===== src/rtl/periph_arb_pkg.sv =====
// periph_arb_pkg: shared types and constants for the two-master register-bus
// arbiter.
//   state_t        - arbiter FSM states (IDLE, WAIT)
//   req_fields_t   - captured fields of one master transaction
//   TIMEOUT_RDATA  - read data returned when a transaction is force-completed
//   pack_fields()  - bundles the loose request fields into a req_fields_t
package periph_arb_pkg;

    typedef enum logic [0:0] {
        ST_IDLE = 1'b0,
        ST_WAIT = 1'b1
    } state_t;

    localparam logic [31:0] TIMEOUT_RDATA = 32'hDEADBEEF;

    typedef struct packed {
        logic [15:0] addr;
        logic        write;
        logic [3:0]  byte_enable;
        logic [31:0] wdata;
    } req_fields_t;

    function automatic req_fields_t pack_fields(
        input logic [15:0] addr,
        input logic        write,
        input logic [3:0]  byte_enable,
        input logic [31:0] wdata
    );
        req_fields_t f;
        f.addr        = addr;
        f.write       = write;
        f.byte_enable = byte_enable;
        f.wdata       = wdata;
        return f;
    endfunction

endpackage


===== src/rtl/periph_arb_if.sv =====
// periph_arb_if: every bus signal between the two masters, the arbiter and the
// hardware-register block.
//   mN_*  - master N request side (request pulse, addr, write, byte_enable,
//           wdata) and response side (rdata, ack pulse)
//   s_*   - downstream register-block request and response
// Modports:
//   slave  - the arbiter's view (serves the masters, drives the register block)
//   master - the environment's view (masters plus register block)
interface periph_arb_if;

    logic        m0_request;
    logic [15:0] m0_addr;
    logic        m0_write;
    logic [3:0]  m0_byte_enable;
    logic [31:0] m0_wdata;
    logic [31:0] m0_rdata;
    logic        m0_ack;

    logic        m1_request;
    logic [15:0] m1_addr;
    logic        m1_write;
    logic [3:0]  m1_byte_enable;
    logic [31:0] m1_wdata;
    logic [31:0] m1_rdata;
    logic        m1_ack;

    logic        s_request;
    logic [15:0] s_addr;
    logic        s_write;
    logic [3:0]  s_byte_enable;
    logic [31:0] s_wdata;
    logic [31:0] s_rdata;
    logic        s_ack;

    modport slave (
        input  m0_request, m0_addr, m0_write, m0_byte_enable, m0_wdata,
        output m0_rdata, m0_ack,
        input  m1_request, m1_addr, m1_write, m1_byte_enable, m1_wdata,
        output m1_rdata, m1_ack,
        output s_request, s_addr, s_write, s_byte_enable, s_wdata,
        input  s_rdata, s_ack
    );

    modport master (
        output m0_request, m0_addr, m0_write, m0_byte_enable, m0_wdata,
        input  m0_rdata, m0_ack,
        output m1_request, m1_addr, m1_write, m1_byte_enable, m1_wdata,
        input  m1_rdata, m1_ack,
        input  s_request, s_addr, s_write, s_byte_enable, s_wdata,
        output s_rdata, s_ack
    );

endinterface


===== src/rtl/periph_arb_slot.sv =====
// periph_arb_slot: one-deep pending slot for a single master.
// Ports:
//   clock, reset  - rising-edge clock, synchronous active-high reset
//   req_i         - master request pulse
//   fields_i      - master request fields
//   clear_i       - the transaction held in this slot completes this cycle
//   pending_o     - slot occupied (waiting or in flight)
//   fields_o      - captured fields
// A request is ignored while the slot is occupied, except in the completion
// cycle, where the freed slot immediately takes the new request.
module periph_arb_slot
    import periph_arb_pkg::*;
(
    input  logic        clock,
    input  logic        reset,
    input  logic        req_i,
    input  req_fields_t fields_i,
    input  logic        clear_i,
    output logic        pending_o,
    output req_fields_t fields_o
);

    logic        pending_q;
    logic        pending_d;
    req_fields_t fields_q;
    req_fields_t fields_d;
    logic        capture_s;

    assign capture_s = req_i && (!pending_q || clear_i);

    // Next-state for occupancy and captured fields.
    always_comb begin
        pending_d = pending_q;
        fields_d  = fields_q;
        if (capture_s) begin
            pending_d = 1'b1;
            fields_d  = fields_i;
        end else if (clear_i) begin
            pending_d = 1'b0;
        end else begin
            pending_d = pending_q;
        end
    end

    // Slot state registers.
    always_ff @(posedge clock) begin
        if (reset) begin
            pending_q <= 1'b0;
            fields_q  <= '0;
        end else begin
            pending_q <= pending_d;
            fields_q  <= fields_d;
        end
    end

    assign pending_o = pending_q;
    assign fields_o  = fields_q;

endmodule


===== src/rtl/periph_arbiter.sv =====
// periph_arbiter: round-robin arbiter giving two masters single-outstanding
// access to a hardware-register block.
// Ports:
//   clock, reset - rising-edge clock, synchronous active-high reset
//   bus          - periph_arb_if.slave (master request/response, register
//                  block request/response)
// Parameter TIMEOUT_CYCLES: WAIT cycles before forced completion; only has an
// effect when the macro PERIPH_ARB_TIMEOUT_EN is defined. Without that macro
// WAIT lasts until s_ack.
// A completion cycle (s_ack or timeout) may immediately grant the next
// contender, so back-to-back transactions need no idle cycle.
module periph_arbiter
    import periph_arb_pkg::*;
#(
    parameter int TIMEOUT_CYCLES = 16
) (
    input  logic        clock,
    input  logic        reset,
    periph_arb_if.slave bus
);

    state_t      state_q;
    logic        gnt_q;          // last granted master = owner while in WAIT
    logic        s_request_q;
    logic [15:0] s_addr_q;
    logic        s_write_q;
    logic [3:0]  s_be_q;
    logic [31:0] s_wdata_q;
    logic        m0_ack_q;
    logic        m1_ack_q;
    logic [31:0] m0_rdata_q;
    logic [31:0] m1_rdata_q;

    logic        pend0_s, pend1_s;
    req_fields_t slot0_s, slot1_s, live0_s, live1_s, win_s;
    logic        timeout_s, done_s, clear0_s, clear1_s;
    logic        avail0_s, avail1_s, pick_s, grant_s;
    logic [31:0] done_rdata_s;

    assign live0_s = pack_fields(bus.m0_addr, bus.m0_write, bus.m0_byte_enable, bus.m0_wdata);
    assign live1_s = pack_fields(bus.m1_addr, bus.m1_write, bus.m1_byte_enable, bus.m1_wdata);

`ifdef PERIPH_ARB_TIMEOUT_EN
    localparam int CNT_W = $clog2(TIMEOUT_CYCLES) + 1;
    localparam logic [CNT_W-1:0] CNT_LAST = CNT_W'(TIMEOUT_CYCLES - 1);
    logic [CNT_W-1:0] cnt_q;

    assign timeout_s = (state_q == ST_WAIT) && (cnt_q == CNT_LAST);

    // WAIT-cycle counter, restarted by every grant.
    always_ff @(posedge clock) begin
        if (reset) begin
            cnt_q <= '0;
        end else if (grant_s) begin
            cnt_q <= '0;
        end else if (state_q == ST_WAIT) begin
            cnt_q <= cnt_q + 1'b1;
        end else begin
            cnt_q <= '0;
        end
    end
`else
    // The parameter is inert in this build; expiry is tied off.
    assign timeout_s = (TIMEOUT_CYCLES < 32'sd0);
`endif

    assign done_s       = (state_q == ST_WAIT) && (bus.s_ack || timeout_s);
    assign clear0_s     = done_s && (gnt_q == 1'b0);
    assign clear1_s     = done_s && (gnt_q == 1'b1);
    assign done_rdata_s = bus.s_ack ? bus.s_rdata : TIMEOUT_RDATA;

    periph_arb_slot u_slot0 (
        .clock     (clock),
        .reset     (reset),
        .req_i     (bus.m0_request),
        .fields_i  (live0_s),
        .clear_i   (clear0_s),
        .pending_o (pend0_s),
        .fields_o  (slot0_s)
    );

    periph_arb_slot u_slot1 (
        .clock     (clock),
        .reset     (reset),
        .req_i     (bus.m1_request),
        .fields_i  (live1_s),
        .clear_i   (clear1_s),
        .pending_o (pend1_s),
        .fields_o  (slot1_s)
    );

    // A waiting slot contends unless it is the one completing now; a live
    // request contends directly so an idle arbiter grants in the same cycle.
    assign avail0_s = (pend0_s && !clear0_s) || bus.m0_request;
    assign avail1_s = (pend1_s && !clear1_s) || bus.m1_request;
    assign grant_s  = (avail0_s || avail1_s) && ((state_q == ST_IDLE) || done_s);

    // Round-robin pick and selection of the winner's fields.
    always_comb begin
        pick_s = 1'b0;
        win_s  = live0_s;
        if (avail0_s && avail1_s) begin
            pick_s = ~gnt_q;
        end else if (avail1_s) begin
            pick_s = 1'b1;
        end else begin
            pick_s = 1'b0;
        end
        if (pick_s) begin
            win_s = (pend1_s && !clear1_s) ? slot1_s : live1_s;
        end else begin
            win_s = (pend0_s && !clear0_s) ? slot0_s : live0_s;
        end
    end

    // Arbiter FSM with registered downstream request and master responses.
    always_ff @(posedge clock) begin
        if (reset) begin
            state_q     <= ST_IDLE;
            gnt_q       <= 1'b1;
            s_request_q <= 1'b0;
            s_addr_q    <= 16'h0000;
            s_write_q   <= 1'b0;
            s_be_q      <= 4'h0;
            s_wdata_q   <= 32'h0000_0000;
            m0_ack_q    <= 1'b0;
            m1_ack_q    <= 1'b0;
            m0_rdata_q  <= 32'h0000_0000;
            m1_rdata_q  <= 32'h0000_0000;
        end else begin
            s_request_q <= grant_s;
            m0_ack_q    <= clear0_s;
            m1_ack_q    <= clear1_s;
            m0_rdata_q  <= clear0_s ? done_rdata_s : 32'h0000_0000;
            m1_rdata_q  <= clear1_s ? done_rdata_s : 32'h0000_0000;
            if (grant_s) begin
                s_addr_q  <= win_s.addr;
                s_write_q <= win_s.write;
                s_be_q    <= win_s.byte_enable;
                s_wdata_q <= win_s.wdata;
                gnt_q     <= pick_s;
            end else begin
                gnt_q     <= gnt_q;
            end
            case (state_q)
                ST_IDLE: begin
                    if (grant_s) begin
                        state_q <= ST_WAIT;
                    end else begin
                        state_q <= ST_IDLE;
                    end
                end
                ST_WAIT: begin
                    if (grant_s) begin
                        state_q <= ST_WAIT;
                    end else if (done_s) begin
                        state_q <= ST_IDLE;
                    end else begin
                        state_q <= ST_WAIT;
                    end
                end
                default: state_q <= ST_IDLE;
            endcase
        end
    end

    assign bus.s_request     = s_request_q;
    assign bus.s_addr        = s_addr_q;
    assign bus.s_write       = s_write_q;
    assign bus.s_byte_enable = s_be_q;
    assign bus.s_wdata       = s_wdata_q;
    assign bus.m0_ack        = m0_ack_q;
    assign bus.m1_ack        = m1_ack_q;
    assign bus.m0_rdata      = m0_rdata_q;
    assign bus.m1_rdata      = m1_rdata_q;

endmodule

===== src/flat_wrapper.sv =====
// flat-port wrapper written by rule: the top's interface ports become plain ports
module periph_arbiter_flat import periph_arb_pkg::*;
#(
    parameter int TIMEOUT_CYCLES = 16
)
  (clock, reset, bus_m0_request, bus_m0_addr, bus_m0_write, bus_m0_byte_enable, bus_m0_wdata, bus_m0_rdata, bus_m0_ack, bus_m1_request, bus_m1_addr, bus_m1_write, bus_m1_byte_enable, bus_m1_wdata, bus_m1_rdata, bus_m1_ack, bus_s_request, bus_s_addr, bus_s_write, bus_s_byte_enable, bus_s_wdata, bus_s_rdata, bus_s_ack);
  periph_arb_if bus_i ();
  input  logic clock;
  input  logic reset;
  input wire logic [$bits(bus_i.m0_request)-1:0] bus_m0_request;
  input wire logic [$bits(bus_i.m0_addr)-1:0] bus_m0_addr;
  input wire logic [$bits(bus_i.m0_write)-1:0] bus_m0_write;
  input wire logic [$bits(bus_i.m0_byte_enable)-1:0] bus_m0_byte_enable;
  input wire logic [$bits(bus_i.m0_wdata)-1:0] bus_m0_wdata;
  output wire logic [$bits(bus_i.m0_rdata)-1:0] bus_m0_rdata;
  output wire logic [$bits(bus_i.m0_ack)-1:0] bus_m0_ack;
  input wire logic [$bits(bus_i.m1_request)-1:0] bus_m1_request;
  input wire logic [$bits(bus_i.m1_addr)-1:0] bus_m1_addr;
  input wire logic [$bits(bus_i.m1_write)-1:0] bus_m1_write;
  input wire logic [$bits(bus_i.m1_byte_enable)-1:0] bus_m1_byte_enable;
  input wire logic [$bits(bus_i.m1_wdata)-1:0] bus_m1_wdata;
  output wire logic [$bits(bus_i.m1_rdata)-1:0] bus_m1_rdata;
  output wire logic [$bits(bus_i.m1_ack)-1:0] bus_m1_ack;
  output wire logic [$bits(bus_i.s_request)-1:0] bus_s_request;
  output wire logic [$bits(bus_i.s_addr)-1:0] bus_s_addr;
  output wire logic [$bits(bus_i.s_write)-1:0] bus_s_write;
  output wire logic [$bits(bus_i.s_byte_enable)-1:0] bus_s_byte_enable;
  output wire logic [$bits(bus_i.s_wdata)-1:0] bus_s_wdata;
  input wire logic [$bits(bus_i.s_rdata)-1:0] bus_s_rdata;
  input wire logic [$bits(bus_i.s_ack)-1:0] bus_s_ack;
  assign bus_i.m0_request = bus_m0_request;
  assign bus_i.m0_addr = bus_m0_addr;
  assign bus_i.m0_write = bus_m0_write;
  assign bus_i.m0_byte_enable = bus_m0_byte_enable;
  assign bus_i.m0_wdata = bus_m0_wdata;
  assign bus_m0_rdata = bus_i.m0_rdata;
  assign bus_m0_ack = bus_i.m0_ack;
  assign bus_i.m1_request = bus_m1_request;
  assign bus_i.m1_addr = bus_m1_addr;
  assign bus_i.m1_write = bus_m1_write;
  assign bus_i.m1_byte_enable = bus_m1_byte_enable;
  assign bus_i.m1_wdata = bus_m1_wdata;
  assign bus_m1_rdata = bus_i.m1_rdata;
  assign bus_m1_ack = bus_i.m1_ack;
  assign bus_s_request = bus_i.s_request;
  assign bus_s_addr = bus_i.s_addr;
  assign bus_s_write = bus_i.s_write;
  assign bus_s_byte_enable = bus_i.s_byte_enable;
  assign bus_s_wdata = bus_i.s_wdata;
  assign bus_i.s_rdata = bus_s_rdata;
  assign bus_i.s_ack = bus_s_ack;
  periph_arbiter #(.TIMEOUT_CYCLES(TIMEOUT_CYCLES)) u_core (.clock(clock), .reset(reset), .bus(bus_i));
endmodule

===== config.mk =====
export PLATFORM = sky130hd
export DESIGN_NAME = periph_arbiter_flat
export DESIGN_NICKNAME = d
export VERILOG_FILES = /design/src/rtl/periph_arb_pkg.sv /design/src/rtl/periph_arb_if.sv /design/src/rtl/periph_arb_slot.sv /design/src/rtl/periph_arbiter.sv /design/src/flat_wrapper.sv
export SDC_FILE = /design/constraint.sdc
export NUM_CORES = 1
export LEC_CHECK = 0
export ABC_CLOCK_PERIOD_IN_PS = 1800
export BUFFER_PORTS_ARGS = -buffer_cell sky130_fd_sc_hd__buf_4
export CORE_ASPECT_RATIO = 1.1
export CORE_MARGIN = 2
export CORE_UTILIZATION = 47
export DETAILED_ROUTE_END_ITERATION = 7
export PLACE_DENSITY_LB_ADDON = 0.25
export SKIP_LAST_GASP = 1
export SYNTH_ARGS = -nofsm -noshare
export SYNTH_HDL_FRONTEND = slang
export SYNTH_SLANG_ARGS = --single-unit
export TNS_END_PERCENT = 50

===== constraint.sdc =====
create_clock -name clock -period 1.8 [get_ports clock]
set_input_delay 0.36 -clock clock [delete_from_list [all_inputs] [get_ports clock]]
set_output_delay 0.36 -clock clock [all_outputs]
set_load 0.01 [all_outputs]

# After elaboration in Yosys (flattened, before gate mapping)
# Cells that the tools add are included.
totals:
  regBits: 230
  latch_bits: 0
  ram_bits: 0
  romBits: 0
  in_bits: 143
  output_inout_bits: 120
  elab_cells: 62
  n_memories: 0
op_classes:
  addsub: 0
  mul: 0
  div: 0
  magnitude_cmp: 0
  eq_ne: 0
  shifts: 0
  n_mux: 14
  bitwise: 4
  n_reduce_logical: 23
ops:
  columns: ["op", "n"]
  rows:
  - ["2-to-1 mux 53 bit", 3]
  - ["2-to-1 mux 32 bit", 1]
  - ["logical AND 1 bit", 9]
  - ["2-to-1 mux 1 bit", 9]
  - ["logical OR 1 bit", 6]
  - ["zero test 1 bit", 4]
  - ["inverter 1 bit", 4]
  - ["nonzero test 2 bit", 2]
  - ["OR reduction 2 bit", 2]
  - ["case mux 1 bit (2 select lines)", 1]

# Logic depth before layout (Yosys ltp)
# Gate-level depths: netlist of the first run.
depth:
  depth_word: 9
  mapped_depth: 7
  mapped_depth_nobuf: 4

# By module
# From an unflattened synthesis of the first run, not the netlist that was laid out.
unflattened:
  hier_cells: 1264
  hier_area_um2: 11114.4
modules_own_cells:
  columns: ["module", "instances", "cells_per_inst", "area_each_um2", "seq_area_each_um2"]
  rows:
  - ["periph_arbiter", 1, 796, 6189.7, 2442.3]
  - ["periph_arb_slot", 2, 234, 2462.4, 1081.0]

# Worst setup path after synthesis of the first run
# No wires, ideal clock.
synth_path:
  path_kind: "input-to-reg"
  startpoint: "in bus_m1_request"
  endpoint: "reg u_core.s_addr_q[10] (netlist: u_core.bus.s_addr[10])"
  setup_ns: 0.133
  arrival_ns: 1.540
  t_required_ns: 1.667
  setup_slack_ns: 0.127
  path_stages: 7
  n_path_buf: 3
  path_cell_list: "buf_2 -> o21ba_1 -> buf_2 -> clkbuf_1 -> or3_1 -> o221ai_1 -> a211oi_1"
synth_via:
  elab_chain_len: 4
  word_cells_on_any_way: 7
  cone_classes: "mux: 3; reduce/logical: 4"
synth_lines:
  columns: ["item", "line", "source"]
  rows:
  - ["from (decl)", "flat_wrapper.sv:17", "input wire logic [$bits(bus_i.m1_request)-1:0] bus_m1_request;"]
  - ["logical OR 1 bit *", "periph_arbiter.sv:95", "assign avail1_s = (pend1_s && !clear1_s) || bus.m1_request;"]
  - ["2-to-1 mux 1 bit / logical AND 1 bit (equally long branches)", "periph_arbiter.sv:104, periph_arbiter.sv:102", null]
  - ["2-to-1 mux 1 bit", "periph_arbiter.sv:102", "if (avail0_s && avail1_s) begin"]
  - ["2-to-1 mux 53 bit", "periph_arbiter.sv:109", "if (pick_s) begin"]
  - ["to (signal assigned)", "periph_arbiter.sv:137", "s_addr_q <= win_s.addr;"]
  - ["to (decl)", "periph_arbiter.sv:25", "logic [15:0] s_addr_q;"]
# Mark *: on every way between the ends. The rest lies on a longest branch, timed or not.
# A chain may end at the register's enable or synchronous reset.

# Worst setup path in the final report of the first run
layout_path:
  startpoint: "reg u_core.gnt_q"
  endpoint: "reg u_core.u_slot0.fields_q, in the netlist u_core.u_slot0.fields_o[43]"
layout_via:
  elab_chain_len: 4
layout_lines:
  columns: ["item", "line", "source"]
  rows:
  - ["from (decl)", "periph_arbiter.sv:23", "logic gnt_q;"]
  - ["from (signal assigned)", "periph_arbiter.sv:141", "gnt_q <= pick_s;"]
  - ["from (signal assigned)", "periph_arbiter.sv:143", "gnt_q <= gnt_q;"]
  - ["inverter 1 bit", "periph_arbiter.sv:68", "assign clear0_s = done_s && (gnt_q == 1'b0);"]
  - ["logical AND 1 bit", "periph_arbiter.sv:68", null]
  - ["logical OR 1 bit", "periph_arb_slot.sv:29", "assign capture_s = req_i && (!pending_q || clear_i);"]
  - ["logical AND 1 bit", "periph_arb_slot.sv:29", null]
  - ["to (signal assigned)", "periph_arb_slot.sv:52", "fields_q <= fields_d;"]
  - ["to (decl)", "periph_arb_slot.sv:25", "req_fields_t fields_q;"]
# Every way passes these cells.

==> metrics, run 1 <==
Seq cells post-synth=230; Crit Path Class=flop to flop; drt drc=0; Fill cells=1,722; dpl hpwl=20,000 um; status=finished, final reports clean; Syn Area/Cell=8.253 um^2; die width=140.5 um; Compound-Gate Fraction of Synth Area=25.08%; first-pass GRT wire length=47,210 um; combinational family with the most area after synthesis=compound AO/OA/AOI/OAI gates; Synth cell types=35; worst hold-check path type=input port to flop; clk sink count=230; final period utilization=94.00%; RSZ-0062 raised after global routing=yes; WHS=57.97 ps; layout cells sized above 1=26.31%; Antenna Nets Post-Route=0; H-tree levels=1; Post-Synth XOR/XNOR Area=0%; Data arrival, critical path=2130 ps; Syn Inst Count=1,167; largest net degree at the start of global routing=50; Syn-to-layout area delta=34.85%; yosys warns=0; nets@finish=1,541; Final Max Tran Viols=0; hold buffers post-CTS=0; Final Setup Violations=0; most frequent cells in the layout=buf_4, dfxtp_1, nand2_1; DR WL/cell=18.00 um; Cell Pwr Density=980.4 nW/um^2; Die ar.=21,660 um^2; # IOs=263; endpoint class of the critical path=flop; Die H=154.1 um; Port Buffers=262; Final Hold Fails=0; initial core utilization=48.16%; post-synthesis mux area share=0%; WL final=29,990 um; GPL Wtd Cong=0.8417; worst relative slew slack=67.84%; grt ovf=0; Post-CTS Resized=0; Mapped Area=9632 um^2; Syn Nets=1,310; fmax=0.5910 GHz; WP data required=2240 ps; TritonCTS buffer count=23; crit-path max FO=35; Reg clk slew, reported paths=60 ps; core area=20,000 um^2; Pleak=5.522 nW; setup TNS=0 ps; vias per cell=5.639; clock latency at the later pin of the worst-skew pair=520 ps; crit path time final=1692 ps; initial DRC count=572; initial antenna violation count=0; max cap viols=0; vias in the first global route=9,093; Vias=9,394; Layout Skew=13.06 ps; Seq/Total Area, Yosys=47.80%; startpoint types=flop; ant diodes=0; clock buffer depth=3; FP Rows=54; GRT Overall Usage=26.59%; CTS tree=done; Adder-Cell Fraction of Synth Area=0%; most common cell after layout, fill and taps aside=buf_4; simple-gate share of the synthesized area=19.94%; Max IR drop VDD=553.0 uV; root buf cell=clkbuf_16; Setup Fix Bufs, Post-CTS=0; Worst Tran Pin Value=480.8 ps; first drt pass iteration count=4
==> area by class of cell <==
| class | count | area, um^2 | area share [%] |
|---|---|---|---|
| sequential | 230 | 4607 | 35.47 |
| multi-input combinational | 767 | 4419 | 34.02 |
| timing repair buffer | 317 | 2680 | 20.63 |
| clock buffer | 31 | 655.6 | 5.048 |
| tap | 252 | 315.3 | 2.428 |
| inverter | 59 | 221.5 | 1.705 |
| clock inverter | 10 | 90.09 | 0.6936 |
==> per-stage QoR <==
step / total power [mW] / cell area, um^2 / setup slack (ps) / utilization, % / cells
2_1_floorplan: 6.922 / 9632 / 127.1 / - / 1167
3_3_place_gp: 8.052 / 12240 / 91.99 / 61.19 / 1625
3_5_place_dp: 8.092 / 12240 / 34.82 / 61.19 / 1625
4_1_cts: 12.81 / 12980 / 21.32 / 64.91 / 1666
5_1_grt: 13.25 / 12990 / -20.59 / 64.95 / 1666
6_report: 12.73 / 12990 / 108.0 / 64.95 / 1666
==> path summary, 6_finish.rpt <==
check,startpoint,endpoint,slack (ps),cells after the start
worst max-delay path,u_core.gnt_q,u_core.u_slot0.fields_o[43],110,6
worst min-delay path,bus_s_rdata[10],u_core.bus.m1_rdata[10],60,3
worst max register to register,u_core.gnt_q,u_core.u_slot0.fields_o[43],110,6
worst min register to register,u_core.bus.s_wdata[24],u_core.bus.s_wdata[24],450,2
==> report_power, final <==
part	total, mW	internal (mW)	switching (mW)
clock	4.74	2.71	2.03
sequential	5.62	5.44	0.187
combinational	2.37	1.12	1.25
total	12.7	9.26	3.47
==> registers in the layout, indices dropped and copies added, names as in the netlist, 4 cells and up <==
name	cells
u_core.bus.s_byte_enable	4
u_core.bus.s_wdata	32
u_core.bus.m1_rdata	32
u_core.bus.s_addr	16
u_core.u_slot1.fields_o	53
u_core.u_slot0.fields_o	53
u_core.bus.m0_rdata	32
==> worst max-delay path: stages (launching register included) <==
cell,delay [ps]
dfxtp_2,430
and3b_2,260
buf_4,230
o21ai_4,210
buf_12,230
nand2_1,80
a21oi_1,160
==> cells by family (layout without fill, tap and decap cells) <==
family                 Yosys count  count (layout)
AO/OA/AOI/OAI                  335             335
flip-flops                     230             230
AND/OR/NAND/NOR                432             432
buffers and inverters          170             417
==> Yosys cell counts <==
| cell | instances | area, um^2 |
|---|---|---|
| nand2_1 | 222 | 833.3 |
| nor2b_1 | 54 | 337.8 |
| o21ai_2 | 1 | 8.760 |
| buf_4 | 1 | 7.510 |
| o21ai_0 | 1 | 5.000 |
| nor4b_1 | 1 | 8.760 |
| a2111oi_1 | 1 | 10.01 |
| o221ai_1 | 52 | 455.4 |
| nor3_1 | 1 | 5.000 |
| inv_2 | 1 | 3.750 |
| a21boi_2 | 2 | 22.52 |
| o41ai_1 | 1 | 8.760 |
| o21bai_1 | 53 | 397.9 |
| nand2b_1 | 4 | 25.02 |
| dfxtp_1 | 230 | 4604 |
| nand3_1 | 1 | 5.000 |
| a211oi_1 | 53 | 397.9 |
| a31oi_2 | 1 | 12.51 |
| o211a_1 | 1 | 10.01 |
| a221o_1 | 1 | 10.01 |
| nor2_1 | 93 | 349.1 |
| inv_1 | 58 | 217.7 |
| a21oi_1 | 109 | 545.5 |
| o21ba_1 | 1 | 10.01 |
| or3_1 | 52 | 325.3 |
| o21ai_1 | 3 | 15.01 |
| buf_2 | 39 | 195.2 |
| o2111ai_1 | 53 | 464.2 |
| o41ai_4 | 1 | 27.53 |
| and3b_1 | 2 | 17.52 |
| and3_1 | 1 | 6.260 |
| buf_1 | 1 | 3.750 |
| o2111ai_2 | 1 | 15.01 |
| clkbuf_1 | 70 | 262.8 |
| nand3b_1 | 1 | 7.510 |
==> per-layer routing <==
layer  part of all wire, %  up-vias  wire [um]  GRT usage (%)
met1                    40     4463      12010          32.58
met4                   2.3        0        686          8.333
met3                   7.6       48       2274          4.703
met5                     0        -          0              0
li1                      -     4511          -              -
met2                    50      372      15020          47.53
No activity file was read; power rests on OpenSTA's default activity.
==> inputs of run 2 (changes only) <==
- CORE_UTILIZATION: 47 -> 49
- SYNTH_HIERARCHICAL: default -> 1
==> run 2 against run 1 <==
Compared with the run above: combinational power down 2%; power up 4.9%; sequential power up 0.7%; critical endpoint is now u_core/bus.s_addr[5]; largest power group unchanged; highest routed layer unchanged.
==> metrics, run 2 <==
Antenna Nets Post-Route=0 (unchanged); max cap viols=0 (unchanged); CP cell instances=inv_2 -> nor3_1 -> o21ai_0 -> o2111a_1; root buf cell=clkbuf_16; initial DRC count=640 (+12%); ys flop type=dfxtp_1; Synth area leader=dfxtp_1; layout cells sized above 1=24.85% (-1.5 points); clock buffer depth=3 (unchanged); Max IR drop VDD=668.0 uV (+21%); core area=22,180 um^2 (+11%); initial antenna violation count=1 (+1); initial core utilization=50.11% (+1.9 points); most frequent cell after synthesis=nand2b_1; crit-path max FO=37 (+5.7%); post-route cell area=14,210 um^2 (+9.4%); Die ar.=23,910 um^2 (+10%); fin util=64.05% (-0.89 points); top-area cell type share of the netlist area=41.43% (-6.4 points); # IOs=263 (unchanged); Post-Place Worst Slack=-77.45 ps (-112.3 ps); Post-Layout Cell Count=1,797 (+7.9%); yosys warns=6 (+6); worst hold-check path type=input port to flop; worst relative slew slack=43.35% (-24 points); placed cell area=13,290 um^2 (+8.6%); CP Buf/Inv Count=1 (-1); WL final=31,860 um (+6.3%); most common cell after layout, fill and taps aside=buf_4; H-tree levels=1 (unchanged); CTS tree=done; GPL Wtd Cong=0.8621 (+2.4%); Fill cells=1,836 (+6.6%); top cells by area, synth=dfxtp_1, nand2b_1, mux2i_1; simple-gate share of the synthesized area=26.53% (+6.6 points); ys async rst share=0% (unchanged); endpoint class of the critical path=flop; Critical Path Max Stage Delay=610 ps (+180 ps); Reg clk slew, reported paths=60 ps (about the same); CP max stage cell=inv_2; status=finished, final reports clean; most frequent cells in the layout=buf_4, nand2b_1, dfxtp_1; WP data required=2260 ps (+20 ps); startpoint types=flop; Crit Path Class=flop to flop; Layout Skew=16.51 ps (+3.444 ps); final period utilization=93.01% (-0.99 points); Pleak=6.120 nW (+11%); Syn Inst Count=1,264 (+8.3%); Port Buffers=262 (unchanged); Die H=162.0 um (+5.1%); Syn Nets=1,407 (+7.4%); Syn-to-layout area delta=27.83%; Synth cell types=38 (+8.6%); Syn Area/Cell=8.793 um^2 (+6.5%); vias in the first global route=9,681 (+6.5%); dpl hpwl=20,810 um (+4.1%); grt ovf=0 (unchanged); largest net degree at the start of global routing=119 (+140%); GRT Overall Usage=25.32% (-1.3 points); FP Rows=57 (+5.6%); placed cell count=1,749 (+7.6%); RSZ-0062 raised after global routing=no; commonest cells in the netlist=nand2b_1, dfxtp_1, mux2i_1; Seq/Total Area, Yosys=41.43% (-6.4 points); drt drc=0 (unchanged); fmax=0.5973 GHz (+1.1%); Seq cells post-synth=230 (unchanged); Vias=9,789 (+4.2%); combinational family with the most area after synthesis=simple AND/OR/NAND/NOR gates; TritonCTS buffer count=24 (+4.3%); DR WL/cell=17.73 um (-1.5%); Final Hold Fails=0 (unchanged); Cell Pwr Density=939.8 nW/um^2 (-4.1%); Final Max Tran Viols=0 (unchanged); Adder-Cell Fraction of Synth Area=0% (unchanged); nets@finish=1,626 (+5.5%); clk sink count=230 (unchanged); CP delay by family, top=buffers and inverters; clock latency at the later pin of the worst-skew pair=520 ps (about the same); vias per cell=5.447 (-3.4%); crit path time final=1674 ps (-17.79 ps); Worst Tran Pin Value=849.7 ps (+368.9 ps); post-synthesis mux area share=9.546% (+9.5 points); final setup margin=125.7 ps (+17.79 ps); Final Setup Violations=0 (unchanged); Post-Synth XOR/XNOR Area=0% (unchanged); Post-synth EDFFs=0 (unchanged); die width=147.6 um (+5.1%); Data arrival, critical path=2130 ps (about the same); Compound-Gate Fraction of Synth Area=15.27% (-9.8 points); Mapped Area=11,110 um^2 (+15%); first-pass GRT wire length=49,520 um (+4.9%); first drt pass iteration count=4 (unchanged)
run 2: cell count changes after synthesis, sizes merged, moves of 54 or more:
cell	delta
mux2i	+106
nand2	-196
nand2b	+283
nor3	+75
o2111ai	-54
o21ai	+86
run 2: report_power, final:
| group | leakage, nW | internal (mW) | switching (mW) |
|---|---|---|---|
| clock network | 0.419 | 3.24 | 2.13 |
| logic | 3.81 | 1.13 | 1.19 |
| registers | 1.89 | 5.44 | 0.213 |
run 2: metrics by stage:
step / total power, mW / setup TNS, ps / hold WS (ps)
CTS: 13.40 / -0.1787 / 42.21
detailed placement: 8.044 / -898.6 / 462.2
floorplan: 7.085 / 0 / 429.1
finish: 13.35 / 0 / 57.77
global route: 13.87 / 0 / 54.87
global placement: 7.997 / -369.2 / 454.2
run 2: kinds of logic (layout without fill, tap and decap cells):
logic type | count (synthesis) | after routing
compound gates | 263 | 263
other cells | 0 | 1
flops | 230 | 230
buf+inv | 144 | 381
simple gates | 521 | 521
mux | 106 | 106
run 2: layer usage:
metal,GRT usage (%),share of wire [%],routed length (um)
met3,4.270,6.8,2167
met1,31.24,42,13290
met5,0,0,0
met4,10.10,2.8,900
met2,44.00,49,15500
run 2: worst min-delay path, delay by kind of cell:
family,cells,cell delay [ps]
AND/OR/NAND/NOR,2,110
buffers and inverters,1,80
run 2: layout make-up:
cell class	instances	area, um^2	share of cell area [%]
antenna	1	2.502	0.01761
clock buffer	28	666.9	4.694
clock inverter	16	201.4	1.418
inverter	26	97.59	0.6869
multi-input combinational	890	5733	40.35
sequential	230	4609	32.44
tap	295	369.1	2.598
timing repair buffer	311	2527	17.79
run 2: worst paths after layout:
| path | cells after the start | to | startpoint | slack [ps] |
|---|---|---|---|---|
| min | 3 | u_core/bus.m0_rdata[2] | bus_s_rdata[2] | 60 |
| max | 4 | u_core/bus.s_addr[5] | u_core/u_slot0/pending_o | 130 |
| min reg2reg | 2 | u_core/u_slot0/fields_o[31] | u_core/u_slot0/fields_o[31] | 470 |
| max reg2reg | 4 | u_core/bus.s_addr[5] | u_core/u_slot0/pending_o | 130 |
run 2: timing repair:
| action | CTS | global route |
|---|---|---|
| setup buffers | 0 | 2 |
| endpoints found under the setup margin | 14 | 114 |
| gates cloned | 0 | 1 |
| hold buffers | 0 | 0 |
| pin swaps | 0 | 1 |
| gates resized for setup | 1 | 2 |
==> inputs of run 3 (changes only) <==
- ABC_CLOCK_PERIOD_IN_PS: 1800 -> 2050
- CORE_UTILIZATION: 49 -> 51
- clock period: 1.8 -> 2.05 ns (I/O delays scaled with it)
==> run 3 against run 2 <==
Compared with the run above: flip-flop and latch count did not move; combinational power fell by 15%; register-to-register slack improved by 70 ps; maximum frequency fell by 9.7%; final cell count fell by 0.95%.
==> metrics, run 3 (synthesized netlist as in run 2, its figures left out) <==
most frequent cells in the layout=buf_4, nand2b_1, dfxtp_1; WP data required=2480 ps (+220 ps); max cap viols=0 (unchanged); Crit Path Class=flop to flop; root buf cell=clkbuf_16; Final Setup Violations=0 (unchanged); Fill cells=1,779 (-3.1%); first drt pass iteration count=5 (+1); Data arrival, critical path=2280 ps (+150 ps); DR WL/cell=17.62 um (-0.65%); Worst Tran Pin Value=931.2 ps (+81.51 ps); Syn-to-layout area delta=24.71%; clock latency at the later pin of the worst-skew pair=510 ps (about the same); Cell Pwr Density=797.9 nW/um^2 (-15%); initial core utilization=52.01% (+1.9 points); drt drc=0 (unchanged); most common cell after layout, fill and taps aside=buf_4; initial DRC count=458 (-28%); placed cell area=13,130 um^2 (-1.2%); startpoint types=flop; fin util=64.86% (+0.80 points); endpoint class of the critical path=flop; nets@finish=1,618 (-0.49%); post-route cell area=13,860 um^2 (-2.4%); TritonCTS buffer count=23 (-4.2%); reg2reg path depth=4 (unchanged); hold buffers post-CTS=0 (unchanged); Post-CTS Resized=0 (-1); sw frac=26.58% (+0.11 points); Antenna Nets Post-Route=0 (unchanged); Vias=9,806 (+0.17%); worst hold-check path type=input port to flop; Flop pwr share=45.0% (+2.6 points); die width=144.8 um (-1.9%); layout cells sized above 1=23.96% (-0.89 points); vias per cell=5.509 (+1.1%); clk sink count=230 (unchanged); first-pass GRT wire length=49,110 um (-0.84%); fmax=0.5395 GHz (-9.7%); crit-path max FO=16 (-57%); largest net degree at the start of global routing=95 (-20%); Pleak=5.982 nW (-2.3%); vias in the first global route=9,658 (-0.24%); H-tree levels=1 (unchanged); worst hold path stage count=3 (unchanged); Comb power frac=17.8% (+0.4 points); GRT Overall Usage=26.12% (+0.81 points); final period utilization=90.42% (-2.6 points); FP Rows=56 (-1.8%); Final Max Tran Viols=0 (unchanged); Setup Fix Bufs, Post-CTS=0 (unchanged); switching power=2.940 mW (-17%); Reg clk slew, reported paths=60 ps (about the same); # IOs=263 (unchanged); Final Hold Fails=0 (unchanged); Die H=158.8 um (-1.9%); Port Buffers=262 (unchanged); grt ovf=0 (unchanged); core area=21,370 um^2 (-3.6%); RSZ-0062 raised after global routing=no; Layout Skew=7.849 ps (-8.658 ps); clock buffer depth=3 (unchanged); WL final=31,360 um (-1.6%); status=finished, final reports clean; worst relative slew slack=37.58% (-5.8 points); Die ar.=22,990 um^2 (-3.8%); crit path time final=1854 ps (+179.4 ps); ant diodes=0 (-1); Max IR drop VDD=532.7 uV (-20%); GPL Wtd Cong=0.8298 (-3.7%); setup TNS=0 ps (unchanged); cell internal pwr=8.120 mW (-17%); CTS tree=done; clock share of power=37.3% (-3.0 points); dpl hpwl=20,810 um (about the same); initial antenna violation count=0 (-1)
-- run 3: final cells by class --
class                      instances  area [um^2]  share of cell area, %
multi-input combinational        890         5727                  41.32
sequential                       230         4607                  33.24
timing repair buffer             304         2332                  16.83
clock buffer                      32        669.4                  4.829
tap                              290        362.8                  2.618
inverter                          26        97.59                 0.7041
clock inverter                     8        65.06                 0.4694
-- run 3: final timing paths --
| path | to | startpoint | slack, ps |
|---|---|---|---|
| worst min register to register | u_core/u_slot0/fields_o[28] | u_core/u_slot0/fields_o[28] | 470 |
| worst min-delay path | u_core/bus.m0_rdata[3] | bus_s_rdata[3] | 130 |
| worst max register to register | u_core/bus.s_wdata[28] | u_core/state_q | 200 |
| worst max-delay path | u_core/bus.s_wdata[28] | u_core/state_q | 200 |
-- run 3: routing by layer --
layer	vias to the layer above	track usage, %	routed length, um
li1	4728	-	-
met1	4648	32.25	12890
met2	369	45.28	15250
met3	61	4.493	2297
met4	0	9.135	914
met5	-	0	0
-- run 3: power groups by stage --
stage,clock network [mW],logic [mW],registers (mW)
2_1_floorplan,0,1.15,5.08
3_3_place_gp,0,1.92,5.06
3_5_place_dp,0,1.96,5.07
4_1_cts,4.18,1.97,4.97
5_1_grt,4.35,2.14,5.00
6_report,4.12,1.97,4.97
-- run 3: critical path, cell delays in order, from the launching register on --
cell	delay [ps]
dfxtp_1	400
nor2b_1	230
nor3_2	760
o21ai_0	250
o221ai_1	130
-- run 3: metrics by stage --
step	hold slack (ps)	cells	total power [mW]	worst slack, ps
after global placement	454.3	1740	6.982	181.6
after CTS	117.3	1780	11.12	201.3
after floorplan	443.9	1264	6.221	351.4
final	130.0	1780	11.06	196.3
after detailed placement	460.9	1740	7.028	125.9
after global routing	129.3	1780	11.48	45.28
